$ cat config.mk
export PLATFORM = sky130hd
export DESIGN_NAME = mem2_dmem_ctrl
export DESIGN_NICKNAME = d
export VERILOG_FILES = /design/src/rtl/mem_pkg.sv /design/src/rtl/mem_lane_align.sv /design/src/rtl/mem2_dmem_ctrl.sv
export SDC_FILE = /design/constraint.sdc
export NUM_CORES = 1
export LEC_CHECK = 0
export ABC_AREA = 1
export CAP_MARGIN = 20
export CORE_UTILIZATION = 45
export CTS_CLUSTER_DIAMETER = 100
export DETAILED_ROUTE_END_ITERATION = 7
export GPL_ROUTABILITY_DRIVEN = 0
export PLACE_DENSITY = 0.91
export SLEW_MARGIN = 40
export SYNTH_ARGS = -nofsm -noshare
export SYNTH_HDL_FRONTEND = slang
export SYNTH_SLANG_ARGS = --single-unit
$ cat constraint.sdc
create_clock -name CLK -period 1.8 [get_ports CLK]
set_input_delay 0.27 -clock CLK [delete_from_list [all_inputs] [get_ports CLK]]
set_output_delay 0.27 -clock CLK [all_outputs]
set_load 0.1 [all_outputs]
$ cat src/rtl/mem_pkg.sv
// Shared encodings for the second memory stage: access sizes, controller
// states, error causes and the alignment rule used at request time.
package mem_pkg;

    localparam logic [1:0] SZ_BYTE = 2'b00;
    localparam logic [1:0] SZ_HALF = 2'b01;
    localparam logic [1:0] SZ_WORD = 2'b10;
    localparam logic [1:0] SZ_ILL  = 2'b11;

    typedef enum logic [1:0] {
        IDLE   = 2'b00,
        ACCESS = 2'b01,
        RESP   = 2'b10,
        ERR    = 2'b11
    } state_t;

    localparam logic CAUSE_MISALIGN = 1'b0;
    localparam logic CAUSE_BUSERR   = 1'b1;

    // A request is rejected when its size is illegal or its address is not
    // a multiple of the access size.
    function automatic logic is_misaligned(input logic [1:0] size,
                                           input logic [1:0] offset);
        return (size == SZ_ILL) ||
               ((size == SZ_HALF) && offset[0]) ||
               ((size == SZ_WORD) && (offset != 2'b00));
    endfunction

endpackage

$ cat src/rtl/mem_lane_align.sv
// Byte-lane steering between the core's right-justified data and the
// word-wide SRAM: byte enables, store replication and load extraction.
module mem_lane_align
    import mem_pkg::*;
(
    input  logic [1:0]  size,
    input  logic [1:0]  offset,
    input  logic        is_unsigned,
    input  logic [31:0] store_data,
    input  logic [31:0] raw_word,
    output logic [3:0]  be,
    output logic [31:0] lane_wdata,
    output logic [31:0] load_word
);

    logic [7:0]  sel_byte;
    logic [15:0] sel_half;

    // Pick lanes from size and offset; the illegal size selects nothing.
    always_comb begin
        be         = 4'b0000;
        lane_wdata = 32'h0;
        load_word  = 32'h0;
        sel_byte   = raw_word[{offset, 3'b000} +: 8];
        sel_half   = offset[1] ? raw_word[31:16] : raw_word[15:0];
        case (size)
            SZ_BYTE: begin
                be         = 4'b0001 << offset;
                lane_wdata = {4{store_data[7:0]}};
                load_word  = is_unsigned ? {24'h0, sel_byte}
                                         : {{24{sel_byte[7]}}, sel_byte};
            end
            SZ_HALF: begin
                be         = offset[1] ? 4'b1100 : 4'b0011;
                lane_wdata = {2{store_data[15:0]}};
                load_word  = is_unsigned ? {16'h0, sel_half}
                                         : {{16{sel_half[15]}}, sel_half};
            end
            SZ_WORD: begin
                be         = 4'b1111;
                lane_wdata = store_data;
                load_word  = raw_word;
            end
            default: begin
                be         = 4'b0000;
                lane_wdata = 32'h0;
                load_word  = 32'h0;
            end
        endcase
    end

endmodule

$ cat src/rtl/mem2_dmem_ctrl.sv
// Second memory stage: turns a stage-1 load/store request into one SRAM
// access, stalls until the SRAM answers or times out, and returns the
// extended load word or an error pulse.
module mem2_dmem_ctrl
    import mem_pkg::*;
#(
    parameter int TIMEOUT = 16,
    parameter int TW      = 5
) (
    input  logic        CLK,
    input  logic        RST_N,
    input  logic        MEM_inVALID,
    input  logic [1:0]  MEM_inSIZE,
    input  logic        MEM_inMEMWRITE,
    input  logic        MEM_inMEMREAD,
    input  logic        MEM_inUNSIGNED,
    input  logic [31:0] MEM_inADDRESS,
    input  logic [31:0] MEM_inWRITEDATA,
    input  logic [31:0] DM_inRDATA,
    input  logic        DM_inREADY,
    output logic        MEM_outSTALL,
    output logic [31:0] MEM_outLOADDATA,
    output logic        MEM_outLOADVALID,
    output logic        MEM_outMISALIGN,
    output logic        MEM_outBUSERR,
    output logic        DM_outEN,
    output logic        DM_outWE,
    output logic [3:0]  DM_outBE,
    output logic [29:0] DM_outADDR,
    output logic [31:0] DM_outWDATA
);

    state_t        state;
    logic [TW-1:0] cnt;
    logic [1:0]    size_q;
    logic          unsigned_q;
    logic [31:0]   addr_q;
    logic          write_q;
    logic [31:0]   wdata_q;
    logic          cause_q;
    logic [31:0]   load_data;

    logic          request;
    logic          misaligned;
    logic          in_access;
    logic [3:0]    lane_be;
    logic [31:0]   lane_wdata;
    logic [31:0]   lane_load;

    assign request    = MEM_inVALID & (MEM_inMEMREAD | MEM_inMEMWRITE);
    assign misaligned = is_misaligned(MEM_inSIZE, MEM_inADDRESS[1:0]);
    assign in_access  = (state == ACCESS);

    mem_lane_align u_align (
        .size        (size_q),
        .offset      (addr_q[1:0]),
        .is_unsigned (unsigned_q),
        .store_data  (wdata_q),
        .raw_word    (DM_inRDATA),
        .be          (lane_be),
        .lane_wdata  (lane_wdata),
        .load_word   (lane_load)
    );

    // Request latching, SRAM wait with timeout, and one-cycle result/error.
    always_ff @(posedge CLK or negedge RST_N) begin
        if (!RST_N) begin
            state      <= IDLE;
            cnt        <= '0;
            size_q     <= 2'b00;
            unsigned_q <= 1'b0;
            addr_q     <= 32'h0;
            write_q    <= 1'b0;
            wdata_q    <= 32'h0;
            cause_q    <= CAUSE_MISALIGN;
            load_data  <= 32'h0;
        end else begin
            case (state)
                IDLE: begin
                    if (request) begin
                        if (misaligned) begin
                            cause_q <= CAUSE_MISALIGN;
                            state   <= ERR;
                        end else begin
                            size_q     <= MEM_inSIZE;
                            unsigned_q <= MEM_inUNSIGNED;
                            addr_q     <= MEM_inADDRESS;
                            write_q    <= MEM_inMEMWRITE;
                            wdata_q    <= MEM_inMEMWRITE ? MEM_inWRITEDATA : 32'h0;
                            cnt        <= '0;
                            state      <= ACCESS;
                        end
                    end
                end
                ACCESS: begin
                    cnt <= cnt + 1'b1;
                    if (DM_inREADY) begin
                        if (!write_q) begin
                            load_data <= lane_load;
                        end
                        state <= RESP;
                    end else if (cnt == TW'(TIMEOUT - 1)) begin
                        cause_q <= CAUSE_BUSERR;
                        state   <= ERR;
                    end
                end
                RESP: begin
                    state <= IDLE;
                end
                ERR: begin
                    state <= IDLE;
                end
                default: begin
                    state <= IDLE;
                end
            endcase
        end
    end

    // SRAM side is only driven while an access is in flight.
    always_comb begin
        DM_outEN    = in_access;
        DM_outWE    = in_access & write_q;
        DM_outBE    = in_access ? lane_be : 4'b0000;
        DM_outADDR  = in_access ? addr_q[31:2] : 30'h0;
        DM_outWDATA = in_access ? lane_wdata : 32'h0;
    end

    // Pipeline side: stall while accepting or waiting, pulse results after.
    always_comb begin
        MEM_outSTALL     = RST_N & (((state == IDLE) & request) | in_access);
        MEM_outLOADDATA  = load_data;
        MEM_outLOADVALID = (state == RESP) & ~write_q;
        MEM_outMISALIGN  = (state == ERR) & (cause_q == CAUSE_MISALIGN);
        MEM_outBUSERR    = (state == ERR) & (cause_q == CAUSE_BUSERR);
    end

endmodule
Yosys cells after proc, flatten, opt, wreduce, memory -nomap -nowiden
Cells that the tools add are included.
Storage, ports and cells
  memories: 0
  logic and storage cells: 77
  bits in registers: 108
  RAM bits: 0
  bits in latches: 0
  memory bits (read-only): 0
Operators by class
  reductions and logical operators: 14
  $add $sub $neg: 1
  divide/modulo/power cells: 0
  equal/unequal tests: 15
  multiplexer cells: 24
  shift-type cells: 2
  bitwise operators: 12
  multipliers: 0
  $lt $le $gt $ge: 0
Operator list (count)
  $pmux W32 S3: 2
  $mux W32: 4
  $shiftx A32 B6 Y8: 1
  $mux W30: 1
  $mux W16: 1
  $pmux W4 S3: 1
  $eq A2 B2 Y1 const B: 5
  $mux W5: 2
  $pmux W5 S2: 1
  $reduce_and A3 Y1: 3
  $mux W2: 4
  $mux W4: 2
  $ne A2 B2 Y1 const B: 4
  $and A1 B1 Y1: 7
  $eq A2 B1 Y1 const B: 3
  $pmux W2 S3: 1
  $add A5 B1 Y5 const B: 1
  $eq A5 B4 Y1 const B: 1
  $reduce_and A5 Y1: 1
  $logic_not A2 Y1: 2
  $mux W1: 4
  $reduce_bool A2 Y1: 2
  $shl A1 B2 Y4 const A: 1
  $ne A3 B2 Y1 const B: 1
  other kinds (8): 13

Logic depth before layout (Yosys ltp)
Gate-level depths: netlist (run 1).
  depth after elaboration: 7
  depth in mapped cells: 11
  depth with buffers taken out: 9

Hierarchy
From an unflattened synthesis (run 1), not the netlist that was laid out.
Second synthesis, totals
  cell total of the unflattened synthesis: 976
  area total of the unflattened synthesis: 6535.0 um^2
Modules (own cells, without submodules)
  mem2_dmem_ctrl: seq. area each 2702.6 um^2, area an instance 5062.4 um^2, cells an instance 642, times used 1
  mem_lane_align: seq. area each 0.0 um^2, area an instance 1472.7 um^2, cells an instance 334, times used 1

Worst setup path before layout (run 1)
OpenSTA, ideal clock, no wires.
  path type: register to output
  start: register state[1]
  end: output MEM_outMISALIGN
  stages on the path, launching flop included: 3
  arrival: 2.599 ns
  path slack: -1.069 ns
  path through: dfrtp_1 -> inv_1 -> nor3_1
On the way
  word-level cells in the longest chain between the ends: 2
Ends and longest elaborated chain
  start: declaration: RTL line mem2_dmem_ctrl.sv:33  | state_t state;
  start signal: assignment: RTL line mem2_dmem_ctrl.sv:68  | state <= IDLE;
  start signal: assignment: RTL line mem2_dmem_ctrl.sv:83  | state <= ERR;
  start signal: assignment: RTL line mem2_dmem_ctrl.sv:91  | state <= ACCESS;
  $eq A2 B2 Y1: RTL line mem2_dmem_ctrl.sv:134  | MEM_outMISALIGN = (state == ERR) & (cause_q == CAUSE_MISALIGN);
  $and A1 B1 Y1: RTL line mem2_dmem_ctrl.sv:134
  end: declaration: RTL line mem2_dmem_ctrl.sv:24  | output logic MEM_outMISALIGN,
No other way between the ends.

Final worst setup path (run 1)
  start: register size_q[0]
  end: output DM_outWDATA[26]
On the way
  word-level cells in the longest chain between the ends: 3
  elaborated cells between the ends (all ways): 5
  classes of those cells: 2 x eq/ne; 2 x mux; 1 x reduce/logical
Ends and longest elaborated chain
  start: declaration: RTL line mem2_dmem_ctrl.sv:35  | logic [1:0] size_q;
  start signal: assignment: RTL line mem2_dmem_ctrl.sv:85  | size_q <= MEM_inSIZE;
  $eq A2 B2 Y1 (tied with other cells): RTL line mem_lane_align.sv:26  | case (size)
  $pmux W32 S3 *: RTL line mem_lane_align.sv:26
  $mux W32 *: RTL line mem2_dmem_ctrl.sv:126  | DM_outWDATA = in_access ? lane_wdata : 32'h0;
  end: declaration: RTL line mem2_dmem_ctrl.sv:30  | output logic [31:0] DM_outWDATA
Mark *: on every way between the ends. The rest lies on a longest branch, timed or not.

==> results of run 1 <==
power breakdown:
group | leakage, uW | switching [uW] | internal (uW) | total [uW]
sequential | 0.00138 | 1200 | 3540 | 4740
clock | 0.000148 | 1040 | 1230 | 2270
combinational | 0.00372 | 11100 | 5430 | 16500
final cells by class:
type	instances	share of cell area, %
diodes	2	0.0454
inverters	93	3.72
flip-flops and latches	108	24.5
clock buffers	9	2.04
repair buffers	270	33.7
well taps	172	1.95
clock inverters	7	0.907
repair inverters	2	0.159
multi-input cells	642	32.9
final timing paths:
path / start / end / slack [ns]
min in group CLK: MEM_inADDRESS[2] / addr_q[2] / 0.47
max in group asynchronous: RST_N / addr_q[0] / 1.28
worst min-delay path: RST_N / wdata_q[19] / 0.07
worst max-delay path: size_q[0] / DM_outWDATA[26] / -0.41
worst max register to register: state[1] / state[1] / -0.03
worst min register to register: MEM_outLOADDATA[24] / MEM_outLOADDATA[24] / 0.49
synth_stat cells (all sizes together):
| master | instances | area, um^2 |
|---|---|---|
| a21oi | 36 | 180 |
| inv | 93 | 354 |
| nor3 | 7 | 35.0 |
| dfrtp | 108 | 2700 |
| nand3 | 17 | 120 |
| o21bai | 1 | 7.51 |
| and3 | 1 | 6.26 |
| o21ai | 90 | 454 |
| buf | 33 | 180 |
| clkbuf | 17 | 63.8 |
| nand2 | 429 | 1610 |
| a22oi | 8 | 60.1 |
| nand4 | 1 | 6.26 |
| nor2 | 48 | 205 |
| ha | 2 | 25.0 |
| or2 | 1 | 6.26 |
| o21a | 1 | 7.51 |
cells in the final DEF (no fill, tap or decap), drive strengths merged:
cell type        n
nand2          429
buf            166
dfrtp          108
clkdlybuf4s50  103
o21ai           90
inv             87
nor2            48
a21oi           36
nand3           17
clkinvlp        12
clkbuf          10
a22oi            8
nor3             7
diode            2
ha               2
bufinv           2
o21bai           1
o21a             1
and3             1
nand4            1
or2              1
clkinv           1
flip-flops by register name, indices dropped and copies added, names as in the netlist:
register	flops
wdata_q	32
cnt	5
addr_q	32
cause_q	1
MEM_outLOADDATA	32
write_q	1
unsigned_q	1
state	2
size_q	2
stage by stage:
stage          setup TNS (ns)  instance area [um^2]  setup slack (ns)  hold WS, ns  instances
4_1_cts                 -9.23                 10900            -0.217       0.0655       1297
2_1_floorplan           -1.95                  6720            -0.218      -0.0256        893
3_3_place_gp                0                  9720            0.0795        0.454       1249
6_report               -15.99                 11000            -0.407       0.0730       1305
5_1_grt                -18.64                 11000            -0.455        0.116       1304
3_5_place_dp           -0.532                  9720           -0.0519        0.459       1249
worst max-delay path, delay by kind of cell, from the launching register on:
| kind | cells | cell delay (ns) |
|---|---|---|
| simple gates | 4 | 0.50 |
| buf+inv | 4 | 0.57 |
| flops | 1 | 0.49 |
layer usage:
layer	vias up	wire, um	GRT usage [%]	share of wire [%]
li1	3217	-	-	-
met1	3695	9910	44.7	32
met2	711	14500	69.9	47
met3	243	3460	10.3	11
met4	0	2750	27.6	9.0
met5	-	0	0	0
cell families (layout without fill, tap and decap cells):
family                   after synthesis  count (layout)
buffers and inverters                143             381
AO/OA/AOI/OAI                        136             136
adder cells (fa/ha/maj)                2               2
other                                  0               2
AND/OR/NAND/NOR                      504             504
flip-flops                           108             108
timing repair:
action | CTS | global route
hold buffers | 0 | 0
setup endpoints to repair | 67 | 91
pin swaps | 37 | 29
hold endpoints to repair | 0 | 0
buffers inserted | 21 | 9
resized for setup | 100 | 38
cloned | 11 | 1
==> reports/results.txt, run 1 <==
The run finished, with violations left. The checks that failed: negative setup slack. For this configuration, the core starts out at a cell density of 47.0%. Setup repair after global routing could not meet its margin everywhere. The post-synthesis adder-cell area fraction was 0.415%.

The floorplan step set the die height to 118 um. The net count of the finished layout is 1,233. Of the total synthesized cell area, the portion taken by XOR and XNOR cells is 0%. The final setup violation count is 83. On the final layout, the worst clock skew is 0.0103 ns. For the overflow left after global routing, the log shows 0. The startpoint type of the worst setup path is a register.

The cell at the root of the clock tree is clkbuf_16. The number of nets produced by synthesis was 1,000. Measured on the finished design, the core utilization comes to 86.0%.

The half-perimeter wire length after placement was 15,100 um. Count of cell types in the netlist: 27. The via-per-instance ratio was 6.03.

Final clock period utilization by the worst path: 123%. The first detailed-routing pass took 6 iterations. The Yosys step of the flow raised 0 warnings. In this run the count of I/O pins placed on the die edge is 209. Headroom to the max-slew limit came out at 60.8%. For the gate count of the mapped netlist, the log shows 893.

The tools report the combined area of all synthesized cells as 6030 um^2. For this run, the total global-route usage over all layers was measured as 40.9%. Measured in cells, the most critical reg-to-reg path has a length of 8. The run gives -0.407 ns as the worst setup slack after layout. The stage delay of the slowest cell on the critical path works out to 0.49 ns.

The run gives 1,147 as the violation count after the first detailed-routing iteration. The tools report the floorplan core area as 12,800 um^2. Die area: 13,900 um^2. The path class of the tightest hold or removal check is in -> async. After filler insertion, the fill cell instance count of the layout stands at 572. The analysis attributes to cell leakage a power of 0.00526 uW.

The maximum net fanout on the critical path came out at 6. The relative area change from synthesis to final layout came out at 83.1%. The critical path data arrival time came out at 1.94 ns. In the synthesized netlist, mux cells make up 0% of the area. Share of post-route cells with drive strength above 1: 30.5%.

Counting the buffers created by CTS gives 9. The tools report the first-pass GRT wire length as 43,400 um. The category of the critical setup timing path is reg -> out. The worst path required time was 1.53 ns; the clock latency of the later-clocked register in the worst-skew pair was 0.37 ns.

Averaged over all synthesized cells, the footprint is 6.75 um^2. At the pin with the least slew margin, the transition time is 0.588 ns. Synthesis inferred 108 register bits. Walking the worst path, the cells encountered are nor2_4, buf_6, buf_12, nand2_2, nand3_2, nand2_2, clkinvlp_4, buf_12.

For the number of H-tree branching levels, the log shows 3. The floorplan step set the die width to 118 um. Clock-pin slew was measured on the worst setup and hold paths at 0.08 ns. TritonCTS built the clock tree. The tree built by TritonCTS fans out to 108 sinks. The post-route total power came out at 23,500 uW. Entering global routing, the biggest net connects 109 pins. The slowest library cell on the worst path is dfrtp_2. Shortest clock period the worst path allows after layout: 2.21 ns.

After synthesis, the largest family of logic cells by area is simple AND/OR/NAND/NOR gates. Summing all multi-input logic gate instances after layout gives 3640 um^2. Synthesized-area fraction occupied by and/or/nand/nor cells: 33.0%. The routed length per instance is 23.5 um, and the complex-gate fraction of the synthesized area is 11.8%.

The final number of max-transition violations was 0; the detailed-route via count was 7,866. The sequential cells in the finished layout cover a total of 2710 um^2. The worst vdd rail ir drop is 1.36 mV. Once detail routing completed, the nets flagged for antenna violations numbered 0.

The kind of end point of the critical path was an output port. The highest attainable clock frequency was 0.453 GHz. Summing the sequential cell areas from Yosys gives 44.8% of the chip area.

The number of antenna violations at the first check in global routing is 1. The run gives 41 as the total number of placement rows. The number of buffers on the longest clock path is 2, and the max capacitance violation total is 0. The logs give 7,746 for the number of global-route vias before repair and 30,600 um for the total wire length after detailed routing. In this run the tool buffered the top-level ports with 208 buffer cells. For this run, design rule violations remaining after detail routing come to 0. The final-report hold violation count is 0, and the power per standard cell area is 2130 nW/um^2.
No activity file was read; power rests on OpenSTA's default activity.
==> run 2, diff against run 1 <==
--- a/config.mk
+++ b/config.mk
@@ -11,8 +11,9 @@
 export CTS_CLUSTER_DIAMETER = 100
 export DETAILED_ROUTE_END_ITERATION = 7
 export GPL_ROUTABILITY_DRIVEN = 0
-export PLACE_DENSITY = 0.91
+export PLACE_DENSITY = 0.89
 export SLEW_MARGIN = 40
 export SYNTH_ARGS = -nofsm -noshare
 export SYNTH_HDL_FRONTEND = slang
+export SYNTH_HIERARCHICAL = 1
 export SYNTH_SLANG_ARGS = --single-unit
==> reports/results.txt, run 2 <==
The flow ran to the end, but the final reports show violations. The final reports fail on negative setup slack. Largest family of logic cells by synthesized area: simple AND/OR/NAND/NOR gates. The commonest register cell after synthesis was dfrtp_1. The complex-gate fraction of the synthesized area works out to 9.40% (-2.4 points). Highest attainable clock frequency: 0.477 GHz (+5.2%). For the number of buffers created by CTS, the log shows 9 (unchanged). The run gives 0.00528 uW (+0.38%) as the leakage power figure.

The logs give 108 (unchanged) for the number of clock sinks seen by CTS and 9.80% (-0.47 points) for the met3 track demand over resource. Most instantiated library cell after synthesis: nand2_1. The total non-filler cell area in the finished layout is 11,000 um^2 (-0.64%). The share of total power in the clock network came out at 9.7% (about the same). The tools report the total wire length after detailed routing as 24,400 um (-20%). The share of post-route cells with drive strength above 1 was 27.3% (-3.2 points); the slew at the pin closest to its max-slew limit was 0.609 ns (+0.0208 ns).

The critical path data arrival time is 1.83 ns (-0.11 ns), and the top cell type's share of synthesized area is 41.4% (-3.5 points). The cell type with the largest total area after synthesis was dfrtp_1. For the worst vdd rail ir drop, the log shows 1.15 mV (-15%). The category of the critical setup timing path was reg -> out. Relative to the synthesized area, the layout overhead comes to 67.8%.

The run gives 41.4% (-3.5 points) as the portion of the post-synthesis area used by sequential elements. The number of H-tree branching levels is 3 (unchanged), and the floorplan core area is 14,000 um^2 (+9.5%). The final clock period utilization by the worst path was 117% (-6.0 points).

Setup repair after global routing could not meet its margin everywhere. Global-route layer with the greatest usage: met2. The fraction of power spent switching nets was 55.8% (-0.85 points). The total I/O pin count is 209 (unchanged). The startpoint identified for the worst register-to-register timing path is cnt[0]. The tools report the setup slack on the worst flop-to-flop path as 0 ns (+0.03 ns). The number of global-route vias before repair is 7,290 (-5.9%). By area the synthesized netlist is led by dfrtp_1, nand2_1, inv_1, nand3_1, nor2_1. The tools report the total placed instance area as 10,100 um^2 (+3.5%). The reported net switching power came out at 12,200 uW (-8.4%).

The cell at the root of the clock tree is clkbuf_16. Post-synthesis adder-cell area fraction: 0.383% (-0.032 points). The gate count of the mapped netlist was 976 (+9.3%); the fill cell instance count of the final layout was 814 (+42%). The number of storage elements in the synthesis netlist works out to 108 (unchanged). The routed length per instance was 17.7 um (-25%). The final-report hold violation count is 0 (unchanged), and the number of nets with antenna violations after routing is 0 (unchanged). The share of power burned in registers was 20.2% (about the same); the post-synthesis async set-or-reset flop share was 100% (unchanged). Leaving out fill and tap cells, the most frequent cell in the layout is nand2_1. The maximum net fanout on the critical path works out to 6 (unchanged). The number of optimization iterations in the first detailed-route pass is 6 (unchanged), and the combinational share of power is 70.1% (about the same). The headroom to the max-slew limit is 59.4% (-1.4 points). The clock latency of the later-clocked register in the worst-skew pair was 0.37 ns (about the same). The post-placement setup slack is 0.0428 ns (+0.0947 ns).

Leaving out fill and tap cells, the most frequent cells in the layout are nand2_1, inv_1, dfrtp_1, clkdlybuf4s50_1, buf_12. For the max capacitance violation total, the log shows 0 (unchanged). TritonCTS built the clock tree. The cell count of the worst reg-to-reg path was 11 (+3); the number of buffers inserted for hold repair after clock tree synthesis was 0 (unchanged). For the pin count of the biggest net entering global routing, the log shows 109 (unchanged). The shortest clock period the worst path allows after layout works out to 2.10 ns (-0.108 ns). The number of synthesized flops with an enable pin was 0 (unchanged). The critical path startpoint is size_q[0].

The xor and xnor area share after synthesis is 0% (unchanged), and the first-pass GRT wire length is 36,700 um (-16%). Clock-pin slew of the registers on the worst-case setup and hold paths: 0.08 ns (about the same). By count the netlist is led by nand2_1, inv_1, dfrtp_1.

The run gives 43 (+4.9%) as the total number of placement rows. The run gives 0 (unchanged) as the DRC violation count after routing. The overflow left after global routing was 0 (unchanged); the height of the die was 123 um (+4.1%). The number of port buffers works out to 208 (unchanged). The run gives 31 (+15%) as the count of cell types in the netlist. The chip width came out at 123 um (+4.1%). The antenna diode instance count is 0 (-2). The die area was 15,000 um^2 (+8.3%); the worst path required time was 1.53 ns (about the same).

The logs give 0 (-1) for the number of antenna violations at the first check in global routing and -0.299 ns (+0.108 ns) for the worst setup slack after layout. The run gives 32.1% (-8.8 points) as the overall global routing resource usage. Kind of end point of the critical path: an output port. The logs give 945 (-18%) for the violation count after the first detailed-routing iteration and 0.00135 ns (-0.0717 ns) for the worst hold slack. The internal power contribution came out at 9680 uW (-5.1%). In this run the worst hold path is classified as in -> async. The post-route total power came out at 21,900 uW (-7.0%). The critical register-to-register path endpoint is cause_q. Via-per-instance ratio: 5.46 (-9.4%). Net count reported at finish: 1,305 (+5.8%). The synthesized area divided by synthesized cell count was 6.70 um^2 (-0.79%); the met2 usage was 55.8% (-14 points). The met1 track demand over resource in global routing was 35.9% (-8.8 points); the number of nets produced by synthesis was 1,083 (+8.3%).

For the final number of max-transition violations, the log shows 0 (unchanged). The number of buffers on the longest clock path was 2 (unchanged). For the Yosys warning count, the log shows 6 (+6). The logs give 0.0158 ns (+0.00555 ns) for the setup clock skew after layout and 67 (-19%) for the final setup violation count. The power per standard cell area came out at 2000 nW/um^2 (-6.4%).

Synthesized-area fraction occupied by and/or/nand/nor cells: 36.1% (+3.1 points). The worst setup path is launched from a register. The run gives 15,400 um (+1.7%) as the half-perimeter wire length after placement.

The combined area of all synthesized cells is 6540 um^2 (+8.4%). The detailed-route via count was 7,549 (-4.0%); the share of synthesized area spent on multiplexers was 0% (unchanged). For the initial core utilization, the log shows 46.5% (-0.46 points).

The core occupancy in the finished layout came out at 78.1% (-8.0 points).
## run 2: cell count changes after synthesis, sizes merged, moves of 4 or more
cell,before,now
nand3,17,79
nor2,48,85
inv,93,123
o21ai,90,66
a21oi,36,14
nand2,429,410
o211ai,0,7
clkbuf,17,22
nor3,7,2
buf,33,37
## run 2: power groups by stage
stage	clock network, uW	logic [uW]	registers [uW]
floorplan	0	8100	6100
global placement	0	13400	4280
detailed placement	0	13700	4340
CTS	2130	14800	4350
global route	2230	16100	4520
finish	2120	15400	4420
## run 2: per-stage QoR
stage                     TNS [ns]  std cells
after floorplan             -0.471        976
after global placement           0       1335
after detailed placement         0       1335
after CTS                    -9.02       1373
after global routing        -12.53       1383
final                        -9.22       1383
## run 2: logic make-up after synthesis
kind of cell,count (synthesis)
AND/OR/NAND/NOR,583
flip-flops,108
buffers and inverters,184
adder cells (fa/ha/maj),2
AO/OA/AOI/OAI,99
## run 2: routing by layer
| metal | share of wire [%] | vias up |
|---|---|---|
| met5 | 0 | - |
| met4 | 4.0 | 0 |
| met3 | 10 | 91 |
| met2 | 50 | 453 |
| met1 | 36 | 3575 |
| li1 | - | 3430 |
## run 2: final cells by class
| type | count | area [um^2] | share of cell area, % |
|---|---|---|---|
| Clock buffer | 12 | 246 | 2.25 |
| Clock inverter | 4 | 57.6 | 0.525 |
| Tap cell | 180 | 225 | 2.05 |
| Multi-Input combinational cell | 685 | 3690 | 33.7 |
| Timing Repair Buffer | 269 | 3550 | 32.4 |
| Inverter | 125 | 488 | 4.45 |
| Sequential cell | 108 | 2710 | 24.7 |
## run 2: repair_timing
item                                    in CTS  in global routing
setup buffers                               17                 14
endpoints found under the setup margin      66                103
cloned                                       5                  2
resized for setup                           54                 42
pin swaps                                    6                 20
## run 2: critical path: stages (launching register included)
cell and delay [ns]:
dfrtp_2 0.49, nor2_4 0.18, buf_6 0.17, nand2_4 0.05
o211ai_1 0.13, inv_1 0.11, nor2_4 0.13, buf_12 0.18
## run 2: worst max path at each step
stage,endpoint
4_1_cts,DM_outBE[0]
5_1_grt,DM_outWDATA[26]
2_1_floorplan,MEM_outMISALIGN
3_5_place_dp,MEM_outSTALL
3_3_place_gp,MEM_outSTALL
6_report,DM_outWDATA[24]
==> run 3, diff against run 2 <==
--- a/config.mk
+++ b/config.mk
@@ -7,11 +7,11 @@
 export LEC_CHECK = 0
 export ABC_AREA = 1
 export CAP_MARGIN = 20
-export CORE_UTILIZATION = 45
+export CORE_UTILIZATION = 47
 export CTS_CLUSTER_DIAMETER = 100
 export DETAILED_ROUTE_END_ITERATION = 7
 export GPL_ROUTABILITY_DRIVEN = 0
-export PLACE_DENSITY = 0.89
+export PLACE_DENSITY = 0.92
 export SLEW_MARGIN = 40
 export SYNTH_ARGS = -nofsm -noshare
 export SYNTH_HDL_FRONTEND = slang
==> reports/results.txt, run 3 (same netlist as run 2, synthesis figures left out) <==
The run finished, with violations left. The checks that failed: negative setup slack. The setup clock skew after layout is 0.0104 ns (-0.00542 ns). The highest attainable clock frequency was 0.466 GHz (-2.2%). For the max capacitance violation total, the log shows 0 (unchanged).

The type of the tightest min-delay check is in -> async. The share of post-route cells with drive strength above 1 was 26.8% (-0.45 points); the overall global routing resource usage was 35.4% (+3.3 points). The library cells used most frequently in the layout, excluding fill and tap cells, are nand2_1, inv_1, dfrtp_1.

The worst setup slack after layout was -0.345 ns (-0.0465 ns). The share of power burned in registers is 20.4% (+0.2 points). The number of H-tree branching levels is 3 (unchanged). The chip width was 120 um (-2.1%); the power per standard cell area was 2030 nW/um^2 (+1.5%).

The tools report the pin count of the biggest net entering global routing as 109 (unchanged). Traced cell by cell, the critical path runs through inv_4, nor2_4, buf_12, nand2_1, o211ai_1, inv_1, nor2_4, buf_12. The number of clock sinks seen by CTS came out at 108 (unchanged).

For the combinational share of power, the log shows 71.0% (+0.9 points). The relative area change from synthesis to final layout is 67.5%, and the detailed-route via count is 8,089 (+7.2%). The tools report the number of global-route vias before repair as 7,564 (+3.8%).

TritonCTS built the clock tree. The tools report the half-perimeter wire length after placement as 16,400 um (+6.6%). The number of nets with antenna violations after routing was 0 (unchanged). The stage delay of the slowest cell on the critical path works out to 0.45 ns (-0.04 ns). The highest metal layer carrying signal wires in the routed design is met4. The critical path in this run is classified as reg -> out. The leakage power figure was 0.00526 uW (-0.22%); the overflow left after global routing was 0 (unchanged). Worst hold slack: 0.0564 ns (+0.0550 ns). The routed length per instance is 20.6 um (+17%). The run gives 12,700 uW (+4.0%) as the reported net switching power.

The detailed route wirelength on metal3 came out at 3240 um (+33%). Slowest library cell on the worst path: dfrtp_2. The critical register-to-register path endpoint is wdata_q[7]. The startpoint identified for the worst register-to-register timing path is state[0].

Number of buffers on the longest clock path: 2 (unchanged). The DRC violation count after routing is 0 (unchanged). Critical path data arrival time: 1.87 ns (+0.04 ns).

For the share of total power in the clock network, the log shows 8.6% (-1.1 points). The run gives 1.16 mV (+0.89%) as the worst vdd rail ir drop. Cell count of the worst reg-to-reg path: 7 (-4). Shortest clock period the worst path allows after layout: 2.14 ns (+0.0465 ns). Setup repair after global routing could not meet its margin everywhere. The clock latency of the later-clocked register in the worst-skew pair was 0.36 ns (about the same). For the final number of max-transition violations, the log shows 0 (unchanged). The total I/O pin count is 209 (unchanged), and the net count reported at finish is 1,303 (-0.15%). The number of port buffers works out to 208 (unchanged).

The via-per-instance ratio came out at 5.87 (+7.6%). The run gives 9280 um (+5.3%) as the met1 routed wirelength after detailed routing. The logs give 6 (unchanged) for the number of optimization iterations in the first detailed-route pass and 1.53 ns (about the same) for the worst path required time. The tools report the number of buffers created by CTS as 9 (unchanged). The run gives 28,400 um (+16%) as the total wire length after detailed routing. Die area: 14,400 um^2 (-4.2%).

The number of buffers inserted for hold repair after clock tree synthesis came out at 0 (unchanged). The clock-pin slew of the registers on the worst-case setup and hold paths works out to 0.07 ns (about the same). For the floorplan core area, the log shows 13,400 um^2 (-4.6%). The final clock period utilization by the worst path came out at 119% (+2.6 points).

The maximum net fanout on the critical path works out to 16 (+10). Leaving out fill and tap cells, the most frequent cell in the layout is nand2_1. The fraction of power spent switching nets came out at 57.3% (+1.5 points). The run gives 39,100 um (+6.7%) as the first-pass GRT wire length. The critical path startpoint is size_q[1].

The height of the die came out at 120 um (-2.1%). The slew at the pin closest to its max-slew limit was 0.595 ns (-0.0141 ns); the setup slack on the worst flop-to-flop path was 0.05 ns (+0.05 ns). The tools report the antenna diode instance count as 0 (unchanged). The violation count after the first detailed-routing iteration is 1,117 (+18%). The root buffer cell chosen for the clock tree is clkbuf_16. The number of antenna violations at the first check in global routing is 0 (unchanged), and the internal power contribution is 9480 uW (-2.0%). The worst setup path is captured at an output port.

The final setup violation count was 67 (unchanged). For the initial core utilization, the log shows 48.8% (+2.2 points). The core occupancy in the finished layout was 81.7% (+3.6 points); the final-report hold violation count was 0 (unchanged).

The total number of placement rows was 42 (-2.3%); the wire length on met2 was 13,600 um (+11%). In this run the worst setup path terminates at DM_outWDATA[28]. The tools report the startpoint type of the worst setup path as a register. Headroom to the max-slew limit: 60.3% (+0.94 points).
[run 3: power groups by stage]
stage	combinational, uW	sequential [uW]	clock, uW
final	15800	4530	1910
after detailed placement	13800	4360	0
after floorplan	8100	6100	0
after CTS	14500	4380	1890
after global routing	16400	4590	2010
after global placement	13400	4280	0
[run 3: cell type report]
class	count	area [um^2]
Clock inverter	4	33.8
Tap cell	176	220
Multi-Input combinational cell	685	3700
Fill cell	696	2450
Clock buffer	12	236
Inverter	125	483
Sequential cell	108	2710
Timing Repair Buffer	267	3570
[run 3: timing repair]
item / in CTS / in global routing
pin swaps: 12 / 13
cloned: 4 / 6
endpoints found under the setup margin: 68 / 70
resized for setup: 43 / 26
setup buffers: 6 / 13
[run 3: worst min path at each step]
stage | start | to | slack, ns | depth (start not counted)
after floorplan | RST_N | MEM_outLOADDATA[0] | -0.03 | 0
after global placement | RST_N | MEM_outLOADDATA[5] | 0.45 | 2
after detailed placement | RST_N | MEM_outLOADDATA[5] | 0.46 | 2
after CTS | RST_N | MEM_outLOADDATA[10] | 0.09 | 2
after global routing | RST_N | MEM_outLOADDATA[10] | 0.11 | 2
final | RST_N | MEM_outLOADDATA[10] | 0.06 | 2
[run 3: critical path: cells and delay by family, from the launching register on]
kind | cells | cell delay [ns]
AND/OR/NAND/NOR | 3 | 0.38
AO/OA/AOI/OAI | 1 | 0.14
buffers and inverters | 4 | 0.54
flip-flops | 1 | 0.45
[run 3: through the flow]
step	setup WS [ns]	TNS, ns	std cells	instance area (um^2)	power (uW)
after floorplan	-0.162	-0.471	976	7150	14200
after global placement	0.0534	0	1333	10100	17700
after detailed placement	0.0177	0	1333	10100	18100
after CTS	-0.211	-6.18	1359	10600	20700
after global routing	-0.377	-13.25	1377	10900	23000
final	-0.345	-10.13	1377	10900	22200
[run 3: routing by layer]
layer | GRT usage [%] | vias to the layer above
met4 | 19.8 | 0
met5 | 0 | -
li1 | - | 3426
met1 | 40.9 | 3770
met2 | 60.4 | 699
met3 | 7.84 | 194
